[config.mk]
export PLATFORM = sky130hd
export DESIGN_NAME = fflags_rob_idx_queue_3_flat
export DESIGN_NICKNAME = d
export VERILOG_FILES = /design/src/rtl/fflags_rob_idx_queue_3_if.sv /design/src/rtl/fflags_rob_idx_queue_3.sv /design/src/flat_wrapper.sv
export SDC_FILE = /design/constraint.sdc
export NUM_CORES = 1
export LEC_CHECK = 0
export BUFFER_PORTS_ARGS = -buffer_cell sky130_fd_sc_hd__buf_4
export CORE_ASPECT_RATIO = 1.5
export CORE_MARGIN = 3
export CORE_UTILIZATION = 49
export CTS_BUF_LIST = sky130_fd_sc_hd__clkbuf_8
export CTS_CLUSTER_SIZE = 8
export DETAILED_ROUTE_END_ITERATION = 12
export GPL_ROUTABILITY_DRIVEN = 1
export PLACE_DENSITY = 0.71
export SYNTH_ARGS = -nofsm -noshare
export SYNTH_HDL_FRONTEND = slang
export SYNTH_SLANG_ARGS = --single-unit
[constraint.sdc]
create_clock -name clock -period 5.8 [get_ports clock]
set_input_delay 1.16 -clock clock [delete_from_list [all_inputs] [get_ports clock]]
set_output_delay 1.16 -clock clock [all_outputs]
set_load 0.1 [all_outputs]
[src/rtl/fflags_rob_idx_queue_3_if.sv]
// Handshake bundle between the fflags producer/consumer and the 3-entry rob_idx queue.
interface fflags_rob_idx_queue_3_if;
  logic       io_enq_valid;
  logic [6:0] io_enq_bits_uop_rob_idx;
  logic [4:0] io_enq_bits_flags;
  logic       io_enq_ready;
  logic       io_deq_ready;
  logic       io_deq_valid;
  logic [6:0] io_deq_bits_uop_rob_idx;
  logic [4:0] io_deq_bits_flags;
  logic       io_flush;
  logic [1:0] io_count;

  modport master (
    output io_enq_valid, io_enq_bits_uop_rob_idx, io_enq_bits_flags, io_deq_ready, io_flush,
    input  io_enq_ready, io_deq_valid, io_deq_bits_uop_rob_idx, io_deq_bits_flags, io_count
  );

  modport slave (
    input  io_enq_valid, io_enq_bits_uop_rob_idx, io_enq_bits_flags, io_deq_ready, io_flush,
    output io_enq_ready, io_deq_valid, io_deq_bits_uop_rob_idx, io_deq_bits_flags, io_count
  );
endinterface

[src/rtl/fflags_rob_idx_queue_3.sv]
// 3-entry FIFO of {rob_idx, fflags}; pointer-based, no pipe or flow-through paths.
module fflags_rob_idx_queue_3 (
  input logic                        clock,
  input logic                        reset,
  fflags_rob_idx_queue_3_if.slave    q
);
  typedef struct packed {
    logic [6:0] rob_idx;
    logic [4:0] flags;
  } entry_t;

  entry_t     ram [3];
  logic [1:0] enq_ptr, deq_ptr;
  logic       maybe_full;
  logic       ptr_match, empty, full, do_enq, do_deq;

  function automatic logic [1:0] ptr_inc(input logic [1:0] p);
    return (p == 2'd2) ? 2'd0 : p + 2'd1;
  endfunction

  assign ptr_match = (enq_ptr == deq_ptr);
  assign empty     = ptr_match && !maybe_full;
  assign full      = ptr_match &&  maybe_full;
  assign do_enq    = q.io_enq_valid && !full  && !q.io_flush;
  assign do_deq    = q.io_deq_ready && !empty && !q.io_flush;

  assign q.io_enq_ready            = !full;
  assign q.io_deq_valid            = !empty;
  assign q.io_deq_bits_uop_rob_idx = ram[deq_ptr].rob_idx;
  assign q.io_deq_bits_flags       = ram[deq_ptr].flags;

  // Modulo-3 distance: adding 3 before wrap keeps the 2-bit subtraction exact.
  always_comb begin
    q.io_count = 2'd0;
    if (full)
      q.io_count = 2'd3;
    else if (enq_ptr >= deq_ptr)
      q.io_count = enq_ptr - deq_ptr;
    else
      q.io_count = enq_ptr - deq_ptr + 2'd3;
  end

  // Storage is deliberately outside reset/flush; outputs are qualified by io_deq_valid.
  always_ff @(posedge clock) begin
    if (do_enq && !reset)
      ram[enq_ptr] <= '{rob_idx: q.io_enq_bits_uop_rob_idx, flags: q.io_enq_bits_flags};
  end

  always_ff @(posedge clock) begin
    if (reset || q.io_flush) begin
      enq_ptr    <= 2'd0;
      deq_ptr    <= 2'd0;
      maybe_full <= 1'b0;
    end else begin
      if (do_enq) enq_ptr <= ptr_inc(enq_ptr);
      if (do_deq) deq_ptr <= ptr_inc(deq_ptr);
      if (do_enq != do_deq) maybe_full <= do_enq;
    end
  end
endmodule

[src/flat_wrapper.sv]
// flat-port wrapper written by rule: the top's interface ports become plain ports
module fflags_rob_idx_queue_3_flat 
  (clock, reset, q_io_enq_valid, q_io_enq_bits_uop_rob_idx, q_io_enq_bits_flags, q_io_deq_ready, q_io_flush, q_io_enq_ready, q_io_deq_valid, q_io_deq_bits_uop_rob_idx, q_io_deq_bits_flags, q_io_count);
  fflags_rob_idx_queue_3_if q_i ();
  input logic clock;
  input logic reset;
  input wire logic [$bits(q_i.io_enq_valid)-1:0] q_io_enq_valid;
  input wire logic [$bits(q_i.io_enq_bits_uop_rob_idx)-1:0] q_io_enq_bits_uop_rob_idx;
  input wire logic [$bits(q_i.io_enq_bits_flags)-1:0] q_io_enq_bits_flags;
  input wire logic [$bits(q_i.io_deq_ready)-1:0] q_io_deq_ready;
  input wire logic [$bits(q_i.io_flush)-1:0] q_io_flush;
  output wire logic [$bits(q_i.io_enq_ready)-1:0] q_io_enq_ready;
  output wire logic [$bits(q_i.io_deq_valid)-1:0] q_io_deq_valid;
  output wire logic [$bits(q_i.io_deq_bits_uop_rob_idx)-1:0] q_io_deq_bits_uop_rob_idx;
  output wire logic [$bits(q_i.io_deq_bits_flags)-1:0] q_io_deq_bits_flags;
  output wire logic [$bits(q_i.io_count)-1:0] q_io_count;
  assign q_i.io_enq_valid = q_io_enq_valid;
  assign q_i.io_enq_bits_uop_rob_idx = q_io_enq_bits_uop_rob_idx;
  assign q_i.io_enq_bits_flags = q_io_enq_bits_flags;
  assign q_i.io_deq_ready = q_io_deq_ready;
  assign q_i.io_flush = q_io_flush;
  assign q_io_enq_ready = q_i.io_enq_ready;
  assign q_io_deq_valid = q_i.io_deq_valid;
  assign q_io_deq_bits_uop_rob_idx = q_i.io_deq_bits_uop_rob_idx;
  assign q_io_deq_bits_flags = q_i.io_deq_bits_flags;
  assign q_io_count = q_i.io_count;
  fflags_rob_idx_queue_3 u_core (.clock(clock), .reset(reset), .q(q_i));
endmodule
==> metrics, run 1 <==
status completed; endpoints failing setup 0; CTS buffer count 5; Hold Vio Cnt, Final 0; Min Clock Period, post-route 3263 ps; total grt overflow 0; die height 79.78 um; post-DP HPWL 2001 um; Post-Route WL 2742 um; n_diodes 0; Clock Skews 8.469 ps; Via density 5.113; starting DRC count in detailed routing 12; max frequency 0.3065 GHz; Clock Pin Slew Worst Setup and Hold Paths 80 ps; LEAKAGE 0.0008005 uW; vias in the first global route 1078; Clock Tree Buf Depth 2; Peak VDD IR 190.8 uV; Req. time, crit path 4640 ps; Netlist cell types 24; PD cells 291.8 nW/um2; postcts setup bufs 0; drt pass-1 iters 4; first-pass GRT wire length 4643 um; Die Width 55.19 um; Setup TNS Final 0 ps; gpl congestion 0.7306; WHS 518.4 ps; initial antenna violation count 0; startpoint types flop; I/O Buffers 32; synthesis warning total 0; max-cap violations 0; syn_nets 144; Rows 26; HP Class reg2reg; Remaining DRCs 0; Final Util 0.6343; Max-Slew Margin vs Limit 0.3293; Core Box Area 3448 um2; ANT nets after route 0; Post-Synthesis Mean Instance Area 14.34 um2; RSZ-0062 raised after global routing false; Critical Path Sink Type output pin; Slew Viols, Final 0; CP arrival 2100 ps; P&R area growth vs syn 23.01%; largest net degree at the start of global routing 25; # H-tree levels 2; CTS sink count 43; Resize count post-CTS 0; Vias 1043; CTS tree yes; Post-layout nets 181; WL per Instance 13.44 um; # hold bufs at CTS 0; Crit Path Max Fanout 5; Final Power 638.2 uW; Worst Max-Slew Pin Slew 1002 ps; FF+latch count, synth 43; Placed Cells 196; CTS Root Cell clkbuf_8; Cells after Synth 124; Fillers 279; Post-Syn Area 1778 um2; CP Class reg2out; non-filler instance count after layout 204; fin crit share 0.5626; clk_lat worst skew 280 ps; die area 4402 um2; # IOs 33; GRT Total Usage 0.1514; Seq/Total Area, Yosys 0.6868; share of cells above drive strength 1 0.2963; Initial Util 0.5156
per-layer routing:
metal / part of all wire / GRT usage / up-vias / wire length, um
li1: - / - / 530 / -
met1: 0.36 / 0.1490 / 483 / 978
met2: 0.56 / 0.2701 / 25 / 1548
met3: 0.057 / 0.05234 / 5 / 156
met4: 0.021 / 0.06569 / 0 / 58
met5: 0 / 0 / - / 0
synth_stat cells (all sizes together):
library cell	number	area share
clkbuf	2	0.0042
nor4b	2	0.0099
nand2	18	0.038
nand2b	1	0.0035
a2111oi	1	0.015
a21oi	2	0.0056
dfxtp	7	0.079
ha	2	0.014
nor2	5	0.012
a31o	1	0.0049
and3b	1	0.0070
nand3b	3	0.017
nand3	2	0.0084
inv	6	0.013
fa	1	0.011
edfxtp	36	0.61
mux2i	17	0.096
o21ai	14	0.039
buf	1	0.0042
o211ai	1	0.0042
and4b	1	0.0056
layout make-up:
class | instances | area [um2] | share of cell area
inverter | 6 | 22.52 | 0.01030
timing repair buffer | 33 | 247.7 | 0.1133
multi-input combinational | 72 | 525.5 | 0.2403
sequential | 43 | 1221 | 0.5584
clock inverter | 2 | 35.03 | 0.01602
clock buffer | 6 | 82.58 | 0.03776
tap | 42 | 52.55 | 0.02403
flip-flops by register name, indices dropped and copies added (netlist names), named ones only:
signal             count
u_core.enq_ptr         2
u_core.maybe_full      1
u_core.ram            36
u_core.deq_ptr         2
cell families (layout without fill, tap and decap cells):
group                    after synthesis  in the layout  synth area share
AND/OR/NAND/NOR                       33             33            0.1013
AO/OA/AOI/OAI                         19             19           0.06968
flip-flops                            43             43            0.6868
buffers and inverters                  9             47           0.02111
multiplexers                          17             17           0.09571
adder cells (fa/ha/maj)                3              3           0.02533
path summary, 6_finish.rpt:
check	from	to	slack, ps	cells past startpoint
setup reg to reg	u_core.enq_ptr[0]	u_core.ram[0][6]	3460	5
hold reg to reg	u_core.deq_ptr[1]	flop	520	2
setup / recovery	u_core.enq_ptr[0]	q_io_count[1]	2540	8
hold / removal	u_core.deq_ptr[1]	flop	520	2
metrics by stage:
step	setup WS (ps)	instance area [um2]
2_1_floorplan	1702	1778
3_3_place_gp	2929	2069
3_5_place_dp	2853	2069
4_1_cts	2509	2187
5_1_grt	2408	2187
6_report	2537	2187
where the power goes:
part           leakage, uW  total [uW]  internal [uW]  switching, uW
Combinational     0.000358        69.6           20.1           49.5
Clock            0.0000612         229            139           89.9
Sequential        0.000381         340            337           2.55
worst max-delay path, stage by stage (launching register included):
cell and delay [ps]:
dfxtp_1 410, inv_1 70, ha_1 180, inv_1 60, fa_1 440, nand3b_1 100
o21ai_0 90, a21oi_1 150, buf_4 300
cells in the final DEF, fill, tap and decap left out, types with 2 or more instances in the layout:
cell      instances
mux2i_1          17
dfxtp_1           7
o21ai_0          14
nand3b_2          2
a21oi_1           2
nand2_1          18
inv_1             6
edfxtp_1         36
nor2_1            4
ha_1              2
clkbuf_8          6
buf_4            33
No activity file was read; power rests on OpenSTA's default activity.
==> run 2: changes to the inputs <==
==> constraint.sdc (replaced) <==
create_clock -name clock -period 3.3 [get_ports clock]
set_input_delay 0.66 -clock clock [delete_from_list [all_inputs] [get_ports clock]]
set_output_delay 0.66 -clock clock [all_outputs]
set_load 0.1 [all_outputs]
==> metrics, run 2 (synthesized netlist as in run 1, its figures left out) <==
CP arrival 2110 ps (about the same); starting DRC count in detailed routing 17 (+5); CTS tree yes; Remaining DRCs 0 (unchanged); LEAKAGE 0.0008078 uW (+0.91%); total grt overflow 0 (unchanged); top flop regs u_core.ram (36), u_core.deq_ptr (2), u_core.enq_ptr (2); Resize count post-CTS 0 (unchanged); initial antenna violation count 0 (unchanged); RSZ-0062 raised after global routing false; CTS sink count 43 (unchanged); Buf+Inv Stages, Crit Path 3 (unchanged); Clock Skews 6.445 ps (-2.024 ps); Clock Pin Slew Worst Setup and Hold Paths 80 ps (about the same); Critical Path, Cell by Cell inv_1 -> ha_1 -> inv_1 -> fa_1 -> nand3b_1 -> o21ai_0 -> a21oi_2 -> buf_4; Worst Max-Slew Pin Slew 747.3 ps (-255.0 ps); Clock Tree Buf Depth 2 (unchanged); share of cells above drive strength 1 0.3067 (+0.01045); Min Clock Period, post-route 2767 ps; cell mode on critical path inv_1; final worst slack 533.2 ps (-2004 ps); max reg flops 36 (unchanged); startpoint types flop; Vias 1035 (-0.77%); Biggest register u_core.ram; # H-tree levels 2 (unchanged); Via density 5.049 (-1.3%); Fillers 271 (-2.9%); largest net degree at the start of global routing 25 (unchanged); # IOs 33 (unchanged); die area 4402 um2 (unchanged); GRT Total Usage 0.1467 (-0.004698); CTS buffer count 5 (unchanged); Setup TNS Final 0 ps (unchanged); Multi-input gate area 529.3 um2 (+0.71%); most common cell after layout, fill and taps aside edfxtp_1; Top Family by Delay on Critical Path adder cells; max frequency 0.3614 GHz; status completed; HP Class reg2reg; crit-path max cell delay 440 ps (about the same); I/O Buffers 32 (unchanged); Post-layout nets 182 (+0.55%); n_diodes 0 (unchanged); CP Class reg2out; ANT nets after route 0 (unchanged); Hold Vio Cnt, Final 0 (unchanged); Peak VDD IR 322.3 uV (+69%); die height 79.78 um (unchanged); Max-Slew Margin vs Limit 0.5011 (+0.1718); Die Width 55.19 um (unchanged); Core Box Area 3448 um2 (unchanged); Critical Path Sink Type output pin; clk_lat worst skew 290 ps (about the same); Initial Util 0.5156 (unchanged); Slew Viols, Final 0 (unchanged); slowest CP cell fa_1; vias in the first global route 1026 (-4.8%); CTS Root Cell clkbuf_8; register area 1221 um2 (unchanged); fin crit share 0.8384; gpl congestion 0.7242 (-0.88%); # hold bufs at CTS 0 (unchanged); post-DP HPWL 2028 um (+1.4%); first-pass GRT wire length 4485 um (-3.4%); max-cap violations 0 (unchanged); PD cells 513.2 nW/um2 (+76%); WHS 509.7 ps (-8.742 ps); endpoints failing setup 0 (unchanged); Crit Path Max Fanout 5 (unchanged); Post-Route WL 2753 um (+0.40%); WL per Instance 13.43 um (about the same); P&R area growth vs syn 23.65%; Rows 26 (unchanged); commonest cells after routing, fill and taps aside edfxtp_1 (36), buf_4 (34), nand2_1 (18), mux2i_1 (17), o21ai_1 (11); Req. time, crit path 2640 ps (-2000 ps); drt pass-1 iters 4 (unchanged); pre-CTS WS 837.7 ps (-2015 ps); postcts setup bufs 0 (unchanged)
[run 2: tightest hold or removal path: stages (launching register included)]
cell     delay [ps]
dfxtp_1         320
nand2_1          70
mux2i_1          60
[run 2: final timing paths]
kind | startpoint | to | slack [ps] | cells after the start
setup / recovery | u_core.enq_ptr[0] | q_io_count[1] | 530 | 8
hold / removal | u_core.deq_ptr[1] | u_core.deq_ptr[1] | 510 | 2
setup reg to reg | u_core.enq_ptr[0] | u_core.ram[1][7] | 1350 | 4
hold reg to reg | u_core.deq_ptr[1] | u_core.deq_ptr[1] | 510 | 2
[run 2: final cells by class]
cell class / count / area share
clock buffers: 6 / 0.03756
multi-input cells: 72 / 0.2408
well taps: 42 / 0.02390
inverters: 6 / 0.01024
flip-flops and latches: 43 / 0.5555
clock inverters: 2 / 0.01594
repair buffers: 34 / 0.1161
[run 2: layer usage]
metal  global-route usage  vias up  share of wire
li1                     -      530              -
met1               0.1371      473           0.35
met2               0.2583       27           0.55
met3              0.05981        5          0.072
met4              0.07299        0          0.021
met5                    0        -              0
[run 2: per-stage QoR]
step                instances  utilization  cell area [um2]  power (uW)
global route              205       0.6375             2198        1172
floorplan                 124            -             1782       695.9
detailed placement        197       0.6034             2081       734.4
finish                    205       0.6375             2198        1128
CTS                       205       0.6375             2198        1138
global placement          197       0.6034             2081       731.4
[run 2: power breakdown]
part / leakage [uW] / total, uW / internal (uW) / switching, uW
combinational: 0.000365 / 124 / 36.3 / 88.1
clock: 0.0000612 / 407 / 245 / 163
sequential: 0.000381 / 597 / 592 / 4.31
==> run 3: changes to the inputs <==
--- a/config.mk
+++ b/config.mk
@@ -13,7 +13,7 @@
 export CTS_CLUSTER_SIZE = 8
 export DETAILED_ROUTE_END_ITERATION = 12
 export GPL_ROUTABILITY_DRIVEN = 1
-export PLACE_DENSITY = 0.71
+export PLACE_DENSITY = 0.74
 export SYNTH_ARGS = -nofsm -noshare
 export SYNTH_HDL_FRONTEND = slang
 export SYNTH_SLANG_ARGS = --single-unit
==> constraint.sdc (replaced) <==
create_clock -name clock -period 2.36 [get_ports clock]
set_input_delay 0.472 -clock clock [delete_from_list [all_inputs] [get_ports clock]]
set_output_delay 0.472 -clock clock [all_outputs]
set_load 0.1 [all_outputs]
==> metrics, run 3 (synthesized netlist as in run 1, its figures left out) <==
Via density 5.206 (+3.1%); Peak VDD IR 504.6 uV (+57%); HP Class in2reg; LEAKAGE 0.0008490 uW (+5.1%); fin crit share 0.9797; Slew Viols, Final 0 (unchanged); Reg power frac 0.532 (+0.003); status completed; Worst Max-Slew Pin Slew 309.0 ps (-438.3 ps); Remaining DRCs 0 (unchanged); WL per Instance 13.82 um (+2.9%); CTS sink count 43 (unchanged); first-pass GRT wire length 4767 um (+6.3%); gpl congestion 0.6913 (-4.5%); starting DRC count in detailed routing 11 (-6); # hold bufs at CTS 0 (unchanged); P&R area growth vs syn 30.89%; P_sw 359.2 uW (+41%); Rows 26 (unchanged); commonest cells after routing, fill and taps aside buf_4 (36), edfxtp_1 (36), nand2_1 (18), mux2i_1 (17), o21ai_2 (11); Initial Util 0.5156 (unchanged); total grt overflow 0 (unchanged); CP arrival 1840 ps (-270 ps); Clock Pin Slew Worst Setup and Hold Paths 80 ps (about the same); I/O Buffers 32 (unchanged); Hold Vio Cnt, Final 0 (unchanged); Clock Tree Buf Depth 2 (unchanged); drt pass-1 iters 4 (unchanged); CP Class reg2out; Final Power 1561 uW (+38%); Post-Route WL 2888 um (+4.9%); Critical Path Sink Type output pin; share of cells above drive strength 1 0.4251 (+0.1184); pre-CTS WS 116.4 ps (-721.3 ps); clock share of power 0.345 (-0.016); post-route cell area 2327 um2 (+5.9%); switch share 0.2301 (+0.004088); die area 4402 um2 (unchanged); final worst slack 47.87 ps (-485.3 ps); Biggest register u_core.ram; max frequency 0.4325 GHz; GRT Total Usage 0.1555 (+0.008768); vias in the first global route 1117 (+8.9%); Crit Path Max Fanout 3 (-2); PD cells 670.9 nW/um2 (+31%); Area after DPL 2166 um2 (+4.1%); post-DP HPWL 2052 um (+1.2%); Post-layout nets 186 (+2.2%); die height 79.78 um (unchanged); max-cap violations 0 (unchanged); Die Width 55.19 um (unchanged); Vias 1088 (+5.1%); largest net degree at the start of global routing 25 (unchanged); RSZ-0062 raised after global routing true; Comb power frac 0.124 (+0.014); internal cell power 1202 uW (+38%); CTS Root Cell clkbuf_8; max reg flops 36 (unchanged); n_diodes 0 (unchanged); Max-Slew Margin vs Limit 0.7938 (+0.2927); clk_lat worst skew 290 ps (about the same); CTS buffer count 5 (unchanged); Min Clock Period, post-route 2312 ps; Clock Skews 8.877 ps (+2.432 ps); CTS tree yes; Req. time, crit path 1890 ps (-750 ps); endpoints failing setup 0 (unchanged); # IOs 33 (unchanged); Core Box Area 3448 um2 (unchanged); # H-tree levels 2 (unchanged); Final Util 0.6749 (+0.03737); top flop regs u_core.ram (36), u_core.deq_ptr (2), u_core.enq_ptr (2); ANT nets after route 0 (unchanged); initial antenna violation count 0 (unchanged); startpoint types flop
run 3: metrics by stage:
step | instances | hold slack (ps) | TNS [ps]
floorplan | 124 | 473.4 | -291.3
global placement | 200 | 490.6 | 0
detailed placement | 200 | 497.8 | 0
CTS | 209 | 361.3 | -57.74
global route | 209 | 357.6 | -37.42
finish | 209 | 373.0 | 0
run 3: area by class of cell:
class	instances	area (um2)
well taps	42	52.55
clock buffers	5	68.82
clock inverters	3	43.79
flip-flops and latches	43	1229
multi-input cells	72	609.3
fillers	250	1121
inverters	6	22.52
repair buffers	38	301.5
run 3: metal layers:
layer  track usage  routed length, um  vias to the layer above
met5             0                  0                        -
met4       0.06569                 55                        0
met3       0.04486                150                        6
met2        0.2962               1713                       25
met1        0.1398                969                      515
li1              -                  -                      542
run 3: power groups by stage:
stage,logic [uW],clock network (uW),registers (uW)
after floorplan,130,0,849
after global placement,180,0,849
after detailed placement,184,0,849
after CTS,194,553,831
after global routing,202,597,831
final,193,538,830
run 3: path summary, 6_finish.rpt:
kind | start | to | slack (ps) | depth (start not counted)
max | u_core.enq_ptr[0] | q_io_count[1] | 50 | 8
min | q_io_enq_bits_flags[0] | u_core.ram[1][0] | 370 | 1
min reg2reg | u_core.deq_ptr[1] | flop | 530 | 2
max reg2reg | u_core.deq_ptr[1] | u_core.ram[2][3] | 330 | 6
run 3: critical path, cell delays in order (launching register included):
cell	delay, ps
dfxtp_4	350
inv_2	40
ha_4	150
inv_2	40
fa_2	450
nand3b_1	120
o21ai_2	80
a21oi_4	140
buf_12	190
run 3: repair_timing:
| action | in CTS | in global routing |
|---|---|---|
| gates resized for setup | 12 | 2 |
| pin swaps | 3 | 3 |
| endpoints found under the setup margin | 1 | 2 |
| endpoints found under the hold margin | 0 | 0 |
| setup buffers | 1 | 0 |
